[src/rtl/qam16_mapper_mixer_if.sv]
// Symbol handshake, NCO carrier input and modulated output stream of the QAM16 mapper/mixer.
interface qam16_mapper_mixer_if #(
  parameter int CAR_W = 10,
  parameter int OUT_W = 13
);
  logic                    sym_valid;
  logic                    sym_ready;
  logic [3:0]              sym_in;
  logic                    nco_valid;
  logic signed [CAR_W-1:0] sin;
  logic signed [CAR_W-1:0] cos;
  logic signed [OUT_W-1:0] mod_out;
  logic                    mod_valid;
  logic                    sym_start;
  logic                    underflow;

  modport master (
    output sym_in, sym_valid, nco_valid, sin, cos,
    input  sym_ready, mod_out, mod_valid, sym_start, underflow
  );

  modport slave (
    input  sym_in, sym_valid, nco_valid, sin, cos,
    output sym_ready, mod_out, mod_valid, sym_start, underflow
  );
endinterface

[src/rtl/qam16_mapper_mixer.sv]
// QAM16 mapper + carrier mixer: holds each symbol for SPS NCO samples, emits I*cos - Q*sin.
// Define QAM_GRAY_EN for Gray-coded level mapping (natural binary otherwise).
module qam16_mapper_mixer #(
  parameter int SPS   = 16,
  parameter int CAR_W = 10,
  parameter int OUT_W = 13
) (
  input  logic clk,
  input  logic rst,
  qam16_mapper_mixer_if.slave bus
);
  localparam int CW     = $clog2(SPS);
  localparam int PW     = CAR_W + 3;
  localparam int STAGES = 3;

  typedef enum logic {IDLE, RUN} state_e;

  state_e                  state_q, state_d;
  logic [CW-1:0]           cnt_q, cnt_d;
  logic signed [2:0]       i_lvl_q, i_lvl_d, q_lvl_q, q_lvl_d;
  logic                    start_q, start_d;
  logic                    uf_q, uf_d;
  logic                    last, xfer;

  logic [STAGES:0]         vld_pipe, st_pipe;
  logic [STAGES:1]         vld_q, st_q;
  logic signed [2:0]       i1_q, q1_q;
  logic signed [CAR_W-1:0] sin1_q, cos1_q;
  logic signed [PW-1:0]    pi_q, pq_q, pi_d, pq_d;
  logic signed [OUT_W-1:0] out_q, out_d;

  function automatic logic signed [2:0] map2(input logic [1:0] b);
    logic signed [2:0] l;
    l = 3'sd0;
`ifdef QAM_GRAY_EN
    case (b)
      2'b00:   l = -3'sd3;
      2'b01:   l = -3'sd1;
      2'b11:   l = 3'sd1;
      default: l = 3'sd3;
    endcase
`else
    case (b)
      2'b00:   l = -3'sd3;
      2'b01:   l = -3'sd1;
      2'b10:   l = 3'sd1;
      default: l = 3'sd3;
    endcase
`endif
    return l;
  endfunction

  // The boundary is the nco_valid cycle carrying the last sample of the held symbol.
  assign last          = (state_q == RUN) && bus.nco_valid && (cnt_q == CW'(SPS-1));
  assign bus.sym_ready = (state_q == IDLE) || last;
  assign xfer          = bus.sym_valid && bus.sym_ready;

  always_ff @(posedge clk) begin
    if (rst) state_q <= IDLE;
    else     state_q <= state_d;
  end

  always_comb begin
    state_d = state_q;
    case (state_q)
      IDLE:    if (xfer) state_d = RUN;
      RUN:     if (last && !xfer) state_d = IDLE;
      default: state_d = IDLE;
    endcase
  end

  always_comb begin
    cnt_d   = cnt_q;
    i_lvl_d = i_lvl_q;
    q_lvl_d = q_lvl_q;
    start_d = start_q;
    uf_d    = 1'b0;
    if (bus.nco_valid) start_d = 1'b0;
    if (state_q == RUN && bus.nco_valid) cnt_d = last ? '0 : cnt_q + CW'(1);
    if (xfer) begin
      cnt_d   = '0;
      i_lvl_d = map2(bus.sym_in[3:2]);
      q_lvl_d = map2(bus.sym_in[1:0]);
      start_d = 1'b1;
    end else if (last) begin
      i_lvl_d = '0;
      q_lvl_d = '0;
      uf_d    = 1'b1;
    end
  end

  always_ff @(posedge clk) begin
    if (rst) begin
      cnt_q   <= '0;
      i_lvl_q <= '0;
      q_lvl_q <= '0;
      start_q <= 1'b0;
      uf_q    <= 1'b0;
    end else begin
      cnt_q   <= cnt_d;
      i_lvl_q <= i_lvl_d;
      q_lvl_q <= q_lvl_d;
      start_q <= start_d;
      uf_q    <= uf_d;
    end
  end

  assign vld_pipe = {vld_q, bus.nco_valid};
  assign st_pipe  = {st_q, start_q & bus.nco_valid};
  assign pi_d     = PW'(i1_q) * PW'(cos1_q);
  assign pq_d     = PW'(q1_q) * PW'(sin1_q);
  assign out_d    = OUT_W'(pi_q) - OUT_W'(pq_q);

  always_ff @(posedge clk) begin
    if (rst) begin
      vld_q  <= '0;
      st_q   <= '0;
      i1_q   <= '0;
      q1_q   <= '0;
      sin1_q <= '0;
      cos1_q <= '0;
      pi_q   <= '0;
      pq_q   <= '0;
      out_q  <= '0;
    end else begin
      vld_q <= vld_pipe[STAGES-1:0];
      st_q  <= st_pipe[STAGES-1:0];
      if (bus.nco_valid) begin
        i1_q   <= i_lvl_q;
        q1_q   <= q_lvl_q;
        sin1_q <= bus.sin;
        cos1_q <= bus.cos;
      end
      pi_q  <= pi_d;
      pq_q  <= pq_d;
      out_q <= out_d;
    end
  end

  assign bus.mod_out   = out_q;
  assign bus.mod_valid = vld_pipe[STAGES];
  assign bus.sym_start = st_pipe[STAGES];
  assign bus.underflow = uf_q;
endmodule

[src/flat_wrapper.sv]
// flat-port wrapper written by rule: the top's interface ports become plain ports
module qam16_mapper_mixer_flat 
#(
  parameter int SPS   = 16,
  parameter int CAR_W = 10,
  parameter int OUT_W = 13
)
  (clk, rst, bus_sym_in, bus_sym_valid, bus_nco_valid, bus_sin, bus_cos, bus_sym_ready, bus_mod_out, bus_mod_valid, bus_sym_start, bus_underflow);
  qam16_mapper_mixer_if #(.CAR_W(CAR_W), .OUT_W(OUT_W)) bus_i ();
  input  logic clk;
  input  logic rst;
  input wire logic [$bits(bus_i.sym_in)-1:0] bus_sym_in;
  input wire logic [$bits(bus_i.sym_valid)-1:0] bus_sym_valid;
  input wire logic [$bits(bus_i.nco_valid)-1:0] bus_nco_valid;
  input wire logic [$bits(bus_i.sin)-1:0] bus_sin;
  input wire logic [$bits(bus_i.cos)-1:0] bus_cos;
  output wire logic [$bits(bus_i.sym_ready)-1:0] bus_sym_ready;
  output wire logic [$bits(bus_i.mod_out)-1:0] bus_mod_out;
  output wire logic [$bits(bus_i.mod_valid)-1:0] bus_mod_valid;
  output wire logic [$bits(bus_i.sym_start)-1:0] bus_sym_start;
  output wire logic [$bits(bus_i.underflow)-1:0] bus_underflow;
  assign bus_i.sym_in = bus_sym_in;
  assign bus_i.sym_valid = bus_sym_valid;
  assign bus_i.nco_valid = bus_nco_valid;
  assign bus_i.sin = bus_sin;
  assign bus_i.cos = bus_cos;
  assign bus_sym_ready = bus_i.sym_ready;
  assign bus_mod_out = bus_i.mod_out;
  assign bus_mod_valid = bus_i.mod_valid;
  assign bus_sym_start = bus_i.sym_start;
  assign bus_underflow = bus_i.underflow;
  qam16_mapper_mixer #(.SPS(SPS), .CAR_W(CAR_W), .OUT_W(OUT_W)) u_core (.clk(clk), .rst(rst), .bus(bus_i));
endmodule
[config.mk]
export PLATFORM = sky130hd
export DESIGN_NAME = qam16_mapper_mixer_flat
export DESIGN_NICKNAME = d
export VERILOG_FILES = /design/src/rtl/qam16_mapper_mixer_if.sv /design/src/rtl/qam16_mapper_mixer.sv /design/src/flat_wrapper.sv
export SDC_FILE = /design/constraint.sdc
export NUM_CORES = 1
export LEC_CHECK = 0
export CAP_MARGIN = 5
export CORE_ASPECT_RATIO = 1.4
export CORE_UTILIZATION = 40
export DETAILED_ROUTE_END_ITERATION = 7
export PLACE_DENSITY = 0.64
export RECOVER_POWER = 50
export SYNTH_ARGS = -nofsm -noshare
export SYNTH_HDL_FRONTEND = slang
export SYNTH_SLANG_ARGS = --single-unit
export TNS_END_PERCENT = 30
[constraint.sdc]
create_clock -name clk -period 3.2 [get_ports clk]
set_input_delay 0.64 -clock clk [delete_from_list [all_inputs] [get_ports clk]]
set_output_delay 0.64 -clock clk [all_outputs]
set_load 0.02 [all_outputs]
==> results of run 1 <==
worst paths after layout:
check | slack [ns] | startpoint | cells past startpoint | endpoint
worst max-delay path | 0.23 | u_core.cos1_q[1]$_SDFFE_PP0P_ | 12 | u_core.pi_q[11]$_SDFF_PP0_
worst min-delay path | 0.46 | u_core.st_q[2]$_SDFF_PP0_ | 1 | u_core.st_q[3]$_SDFF_PP0_
worst max register to register | 0.23 | u_core.cos1_q[1]$_SDFFE_PP0P_ | 12 | u_core.pi_q[11]$_SDFF_PP0_
worst min register to register | 0.46 | u_core.st_q[2]$_SDFF_PP0_ | 1 | u_core.st_q[3]$_SDFF_PP0_
cells in the final DEF (no fill, tap or decap), drive strengths merged, types with 12 or more instances in the layout:
master / instances
nand3: 16
dfxtp: 82
fa: 23
clkdlybuf4s50: 42
inv: 41
nor2b: 32
nor2: 61
nor3: 12
mux2i: 25
o21ai: 13
nand2b: 13
nand2: 24
and2: 31
a21oi: 22
ha: 53
report_power, final:
group	leakage (nW)	switching, mW	internal (mW)
registers	0.672	0.0333	1.08
clock network	0.149	0.429	0.619
logic	1.90	0.183	0.186
metal layers:
| layer | wire [um] | vias to the layer above |
|---|---|---|
| li1 | - | 1900 |
| met1 | 4090 | 1686 |
| met2 | 4560 | 66 |
| met3 | 342 | 17 |
| met4 | 290 | 0 |
| met5 | 0 | - |
cell type report:
class / count / area share, %
clock buffer: 9 / 3.84
clock inverter: 7 / 1.43
inverter: 37 / 2.37
multi-input combinational: 400 / 52.9
sequential: 82 / 28.2
tap: 147 / 3.14
timing repair buffer: 51 / 8.18
logic make-up (layout without fill, tap and decap cells):
family | count (synthesis) | count (layout) | share of synthesized area, %
compound gates | 75 | 75 | 10.1
xor+xnor | 14 | 14 | 2.48
fa+ha+maj | 76 | 76 | 22.7
buf+inv | 56 | 104 | 4.32
flops | 82 | 82 | 33.1
mux | 32 | 32 | 6.64
simple gates | 203 | 203 | 20.7
timing repair:
item / in CTS / in global routing
endpoints found under the setup margin: 1 / 2
pin swaps: 0 / 0
resized for setup: 1 / 7
hold endpoints to repair: 0 / 0
through the flow:
step | total power, mW | setup slack (ns) | util, % | hold WS (ns) | cell area [um2]
floorplan | 1.37 | 0.248 | - | 0.414 | 4950
global placement | 1.50 | 0.108 | 46.6 | 0.436 | 5560
detailed placement | 1.51 | 0.00491 | 46.6 | 0.435 | 5560
CTS | 2.56 | 0.0601 | 49.2 | 0.451 | 5870
global route | 2.65 | 0.00163 | 49.1 | 0.467 | 5860
finish | 2.53 | 0.230 | 49.1 | 0.455 | 5860
sequential cells by signal, summed over array words and instances, names as in the netlist:
name / flops
u_core.sin1_q: 10
u_core.start_q: 1
u_core.i_lvl_q: 2
u_core.bus.underflow: 1
u_core.q1_q: 3
u_core.st_q: 3
u_core.vld_q: 3
u_core.i1_q: 2
u_core.state_q: 1
u_core.pi_q: 13
u_core.cos1_q: 10
u_core.bus.mod_out: 13
u_core.q_lvl_q: 3
u_core.cnt_q: 4
u_core.pq_q: 13
critical path, delay by kind of cell, from the launching register on:
| family | cells | cell delay [ns] |
|---|---|---|
| adders and majority gates | 4 | 1.34 |
| AOI/OAI and AO/OA | 3 | 0.46 |
| and+or+nand+nor | 2 | 0.35 |
| DFF | 1 | 0.34 |
| muxes | 1 | 0.27 |
| buffers and inverters | 2 | 0.09 |
==> impl_metrics.csv, run 1 <==
group,metric,value,unit
setup_path,critical_path_arrival,3.20,ns
sta,relSlewSlack,27.6,%
synthesis,ys_seq_area_share,33.1,%
min_path,hold_path.class,"reg2reg",
routing,ant_nets,0,
synthesis,synth-edff-count,0,
synthesis,synth_common_cells,"82 x dfxtp_1, 61 x nor2_1, 53 x ha_1",
routing,wl_per_cell,12.7,um
floorplanning,io_pins,45,
global_routing,grt_pass1_wl,16200,um
routing,drc_errors,0,
finish,seq_area,0.00165,mm2
synthesis,yosysUniqueCellTypes,45,
global_routing,grtUsageTotal,16.2,%
synthesis,synth_area,0.00495,mm2
finish,multiInputGateArea,0.00310,mm2
pwr,leakage,2.72,nW
clocking,cts_sinks,82,
synthesis,netlist_instances,538,
setup_path,crit_required,3.43,ns
floorplanning,start_util,41.5,%
sta,finalMaxSlewViolations,0,
synthesis,synth_top_area_share,33.1,%
global_routing,antenna_found_initial,0,
place,placed_cells,717,
clocking,path_clk_slew,0.07,ns
clocking,htree_levels,3,
sta,hold_viol_final,0,
clocking,cts_buffers,9,
sta,period_share,92.8,%
clocking,cts_tree,"built",
finish,fin_cells,733,
global_routing,grt-ovfl-total,0,
setup_path,crit_chain,"nand2b_1 -> fa_1 -> inv_1 -> ha_1 -> ha_1 -> inv_1 -> fa_1 -> nor2b_1 -> o21ai_1 -> a21oi_1 -> o21ai_0 -> mux2_2",
setup_path,end_kind,"flip-flop",
routing,drt_iter0_markers,114,
run_status,outcome,"finished clean",
sta,rsz0062_at_grt,"false",
global_routing,grt_start_max_net_pins,57,
synthesis,synth_nets,642,
finish,fin_nets,685,
routing,wirelength,9290,um
synthesis,yosys_warnings,0,
clocking,worstSkewPairLatency,0.34,ns
setup_path,crit_fanout,4,
routing,vias,3669,
routing,via_per_inst,5.01,
routing,dr.pass1.iters,4,
finish,drive_gt1_share,6.31,%
sta,worst_slew_pin_slew,1.09,ns
global_routing,grt.busiest_layer,"met2",
synthesis,synthMostInstantiatedCell,"dfxtp_1",
finish,area_growth_syn_to_layout,18.3,%
global_routing,grt_util_met1,19.0,%
global_routing,grt_pass1_vias,3653,
finish,num_antenna_cells,0,
setup_path,max_stage_delay,0.54,ns
synthesis,async_reset_ff_share,0,%
floorplanning,die_area,0.0128,mm2
sta,max_freq,337,MHz
floorplanning,dieHeight,134,um
global_routing,met2_usage,27.3,%
setup_path,critPathLaunchType,"flip-flop",
clocking,ctsRootBufferMaster,"clkbuf_16",
floorplanning,num_rows,47,
floorplanning,core,0.0119,mm2
place,gp_congestion,0.794,
place,port_buffers,44,
finish,fillers,1135,
pwr,ir_drop,259,uV
synthesis,synth_area_per_cell,9.21,um2
floorplanning,fp.dieW,96.1,um
flow_run,drv_cap,0,
synthesis,synthFlopType,"dfxtp_1",
clocking,hold_buffers,0,
clocking,clock_path_buffers,2,
place,dp_hpwl,7330,um
synthesis,synth.largest_area_cell,"dfxtp_1",
global_routing,grt_util_met3,3.54,%
synthesis,ys_top_cells_by_area,"dfxtp_1 33%, ha_1 13%, fa_1 9.3%",
sta,setup_tns,0,ns
sta,setup_viol,0,
clocking,post_cts_buffers,0,
sta,period_needed,2.97,ns
pwr,power.density,431,mW/mm2
sta,finClkSkew,0.00882,ns
setup_path,path_class,"reg2reg",
synthesis,ys_ff_latch,82,
setup_path,crit_slowest_cell,"fa_1",
(Power assumes the default switching activity.)
==> inputs of run 2 (changes only) <==
Settings changed: SLEW_MARGIN from default to 20.
==> results of run 2 <==
The final DEF is identical to that of run 1; final timing and power are the same.
==> inputs of run 3 (changes only) <==
Settings changed: CORE_UTILIZATION 40 to 55, PLACE_DENSITY 0.64 to 0.82.
Clock period 3.2 ns to 3.7 ns, I/O delays scaled along.
==> run 3 against run 2 <==
  * The flow now finishes with violations (capacitance limit, slew limit)
  * Clock power shrank 4%
  * Combinational power shrank 14%
  * Cell area shrank 1.0%
  * Via count grew 2.0%
  * Worst setup slack gained 0.028 ns
  * Critical path type is now in2reg
  * Largest cell class unchanged
==> impl_metrics.csv, run 3 (synthesized netlist as in run 1, its figures left out) <==
group,metric,value,unit
run_status,outcome,"complete, but fails checks",
run_status,violations,"capacitance limit, slew limit",
min_path,whs_endpoint,"u_core.st_q[2]$_SDFF_PP0_",
setup_path,crit_chain,"clkdlybuf4s50_1 -> clkbuf_1 -> and3_1 -> nand3_1 -> nor3b_1 -> a21oi_1 -> nor2_1",
pwr,p_seq_share,41.9,%
routing,drt_iter0_markers,162,
pwr,p_sw_share,23.6,%
pwr,ir_drop,365,uV
clocking,worstSkewPairLatency,0.34,ns
finish,area_growth_syn_to_layout,17.1,%
floorplanning,die_area,0.00940,mm2
sta,period_needed,3.44,ns
place,dpl_worst_slack,0.361,ns
global_routing,grt-ovfl-total,0,
sta,finClkSkew,0.00653,ns
clocking,hold_buffers,0,
sta,hold_viol_final,0,
finish,fin_cells,687,
setup_path,crit_required,3.93,ns
global_routing,antenna_found_initial,0,
routing,drc_errors,0,
min_path,hold_path.class,"reg2reg",
global_routing,grt.busiest_layer,"met2",
min_path,hp-start,"u_core.st_q[1]$_SDFF_PP0_",
floorplanning,io_pins,45,
setup_path,max_stage_delay,1.40,ns
setup_path,crit_fanout,31,
setup_path,critPathLaunchType,"input port",
sta,setup_viol,0,
sta,finalMaxSlewViolations,32,
clocking,clock_path_buffers,2,
sta,worst_slew_pin_slew,1.95,ns
place,port_buffers,44,
global_routing,grt_util_met1,25.4,%
finish,fin_nets,681,
setup_path,reg2reg_depth,12,
min_path,hold_depth,1,
pwr,power.total,2.29,mW
routing,vias,3742,
sta,period_share,93.0,%
routing,wirelength,9470,um
setup_path,r2r_end,"u_core.pq_q[11]$_SDFF_PP0_",
sta,relSlewSlack,-29.9,%
finish,final_common_cell,"dfxtp_1",
place,dp_hpwl,7480,um
finish,num_antenna_cells,0,
clocking,ctsResizeCount,0,
floorplanning,core,0.00866,mm2
pwr,p_clk_share,44.2,%
setup_path,path_class,"in2reg",
floorplanning,fp.dieW,82.2,um
pwr,cell_internal_pwr,1.75,mW
pwr,switching_power,0.541,mW
clocking,cts_sinks,82,
place,placed_cells,671,
sta,setup_tns,0,ns
routing,dr.pass1.iters,4,
global_routing,grt_start_max_net_pins,35,
finish,fillers,656,
sta,max_freq,291,MHz
global_routing,grt_pass1_vias,3679,
global_routing,grtUsageTotal,23.0,%
pwr,power.density,395,mW/mm2
clocking,post_cts_buffers,0,
sta,rsz0062_at_grt,"false",
clocking,htree_levels,3,
pwr,leakage,2.71,nW
clocking,cts_tree,"built",
floorplanning,start_util,57.2,%
setup_path,ff2ff_setup_slack,0.32,ns
routing,ant_nets,0,
routing,wl_per_cell,13.8,um
pwr,p_comb_share,13.9,%
clocking,path_clk_slew,0.06,ns
setup_path,crit_slowest_cell,"clkbuf_1",
clocking,cts_buffers,9,
setup_path,end_kind,"flip-flop",
routing,via_per_inst,5.45,
finish,drive_gt1_share,3.95,%
flow_run,drv_cap,1,
sta,fin_ws,0.259,ns
global_routing,grt_util_met3,4.38,%
setup_path,r2r-start,"u_core.q1_q[0]$_SDFFE_PP0P_",
global_routing,grt_pass1_wl,16400,um
place,gp_congestion,0.813,
setup_path,critical_path_arrival,3.67,ns
finish,layout_common_cells,"82 x dfxtp_1, 61 x nor2_1, 53 x ha_1",
clocking,ctsRootBufferMaster,"clkbuf_16",
global_routing,met2_usage,41.8,%
floorplanning,num_rows,40,
floorplanning,dieHeight,114,um
[run 3: cell count changes in the layout (fill, tap and decap cells not counted), sizes merged]
cell	before	now
dlygate4sd3	0	2
bufinv	1	3
inv	41	37
clkinv	1	2
clkdlybuf4s50	42	41
buf	7	0
clkbuf	11	14
[run 3: critical path: cells and delay by family]
family / cells / cell delay (ns)
AO/OA/AOI/OAI: 1 / 0.12
buffers and inverters: 2 / 1.87
AND/OR/NAND/NOR: 4 / 0.93
[run 3: cell type report]
class / count / area [um2] / share of cell area [%]
clock inverters: 6 / 115 / 1.98
clock buffers: 10 / 229 / 3.95
repair buffers: 47 / 445 / 7.68
inverters: 37 / 139 / 2.39
multi-input cells: 400 / 3100 / 53.4
well taps: 105 / 131 / 2.27
flip-flops and latches: 82 / 1640 / 28.3
[run 3: how the worst max path moves through the flow]
stage                                start                           end  cells past startpoint
5_1_grt        u_core.q1_q[0]$_SDFFE_PP0P_    u_core.pq_q[11]$_SDFF_PP0_                     12
6_report                     bus_nco_valid  u_core.cnt_q[0]$_SDFFE_PP0P_                      7
3_3_place_gp   u_core.q1_q[0]$_SDFFE_PP0P_    u_core.pq_q[11]$_SDFF_PP0_                     12
4_1_cts        u_core.q1_q[0]$_SDFFE_PP0P_    u_core.pq_q[11]$_SDFF_PP0_                     12
2_1_floorplan  u_core.i1_q[1]$_SDFFE_PP0P_    u_core.pi_q[11]$_SDFF_PP0_                     13
3_5_place_dp   u_core.q1_q[0]$_SDFFE_PP0P_    u_core.pq_q[11]$_SDFF_PP0_                     12
[run 3: stage by stage]
step	hold slack [ns]	util, %	cell area, um2
after detailed placement	0.434	63.2	5470
after CTS	0.452	67.1	5810
final	0.450	67.0	5800
after global placement	0.431	63.2	5470
after global routing	0.456	67.0	5800
after floorplan	0.414	-	4950
[run 3: routing by layer]
layer / vias to the layer above / wire length (um) / part of all wire [%]
li1: 1895 / - / -
met4: 0 / 239 / 2.5
met2: 61 / 5080 / 54
met5: - / 0 / 0
met3: 15 / 223 / 2.4
met1: 1771 / 3930 / 41
[run 3: power groups by stage]
stage	Sequential, mW	Clock [mW]	Combinational [mW]
after floorplan	0.994	0	0.192
after global placement	0.979	0	0.308
after detailed placement	0.981	0	0.318
after CTS	0.962	1.02	0.321
after global routing	0.967	1.07	0.353
final	0.962	1.01	0.318
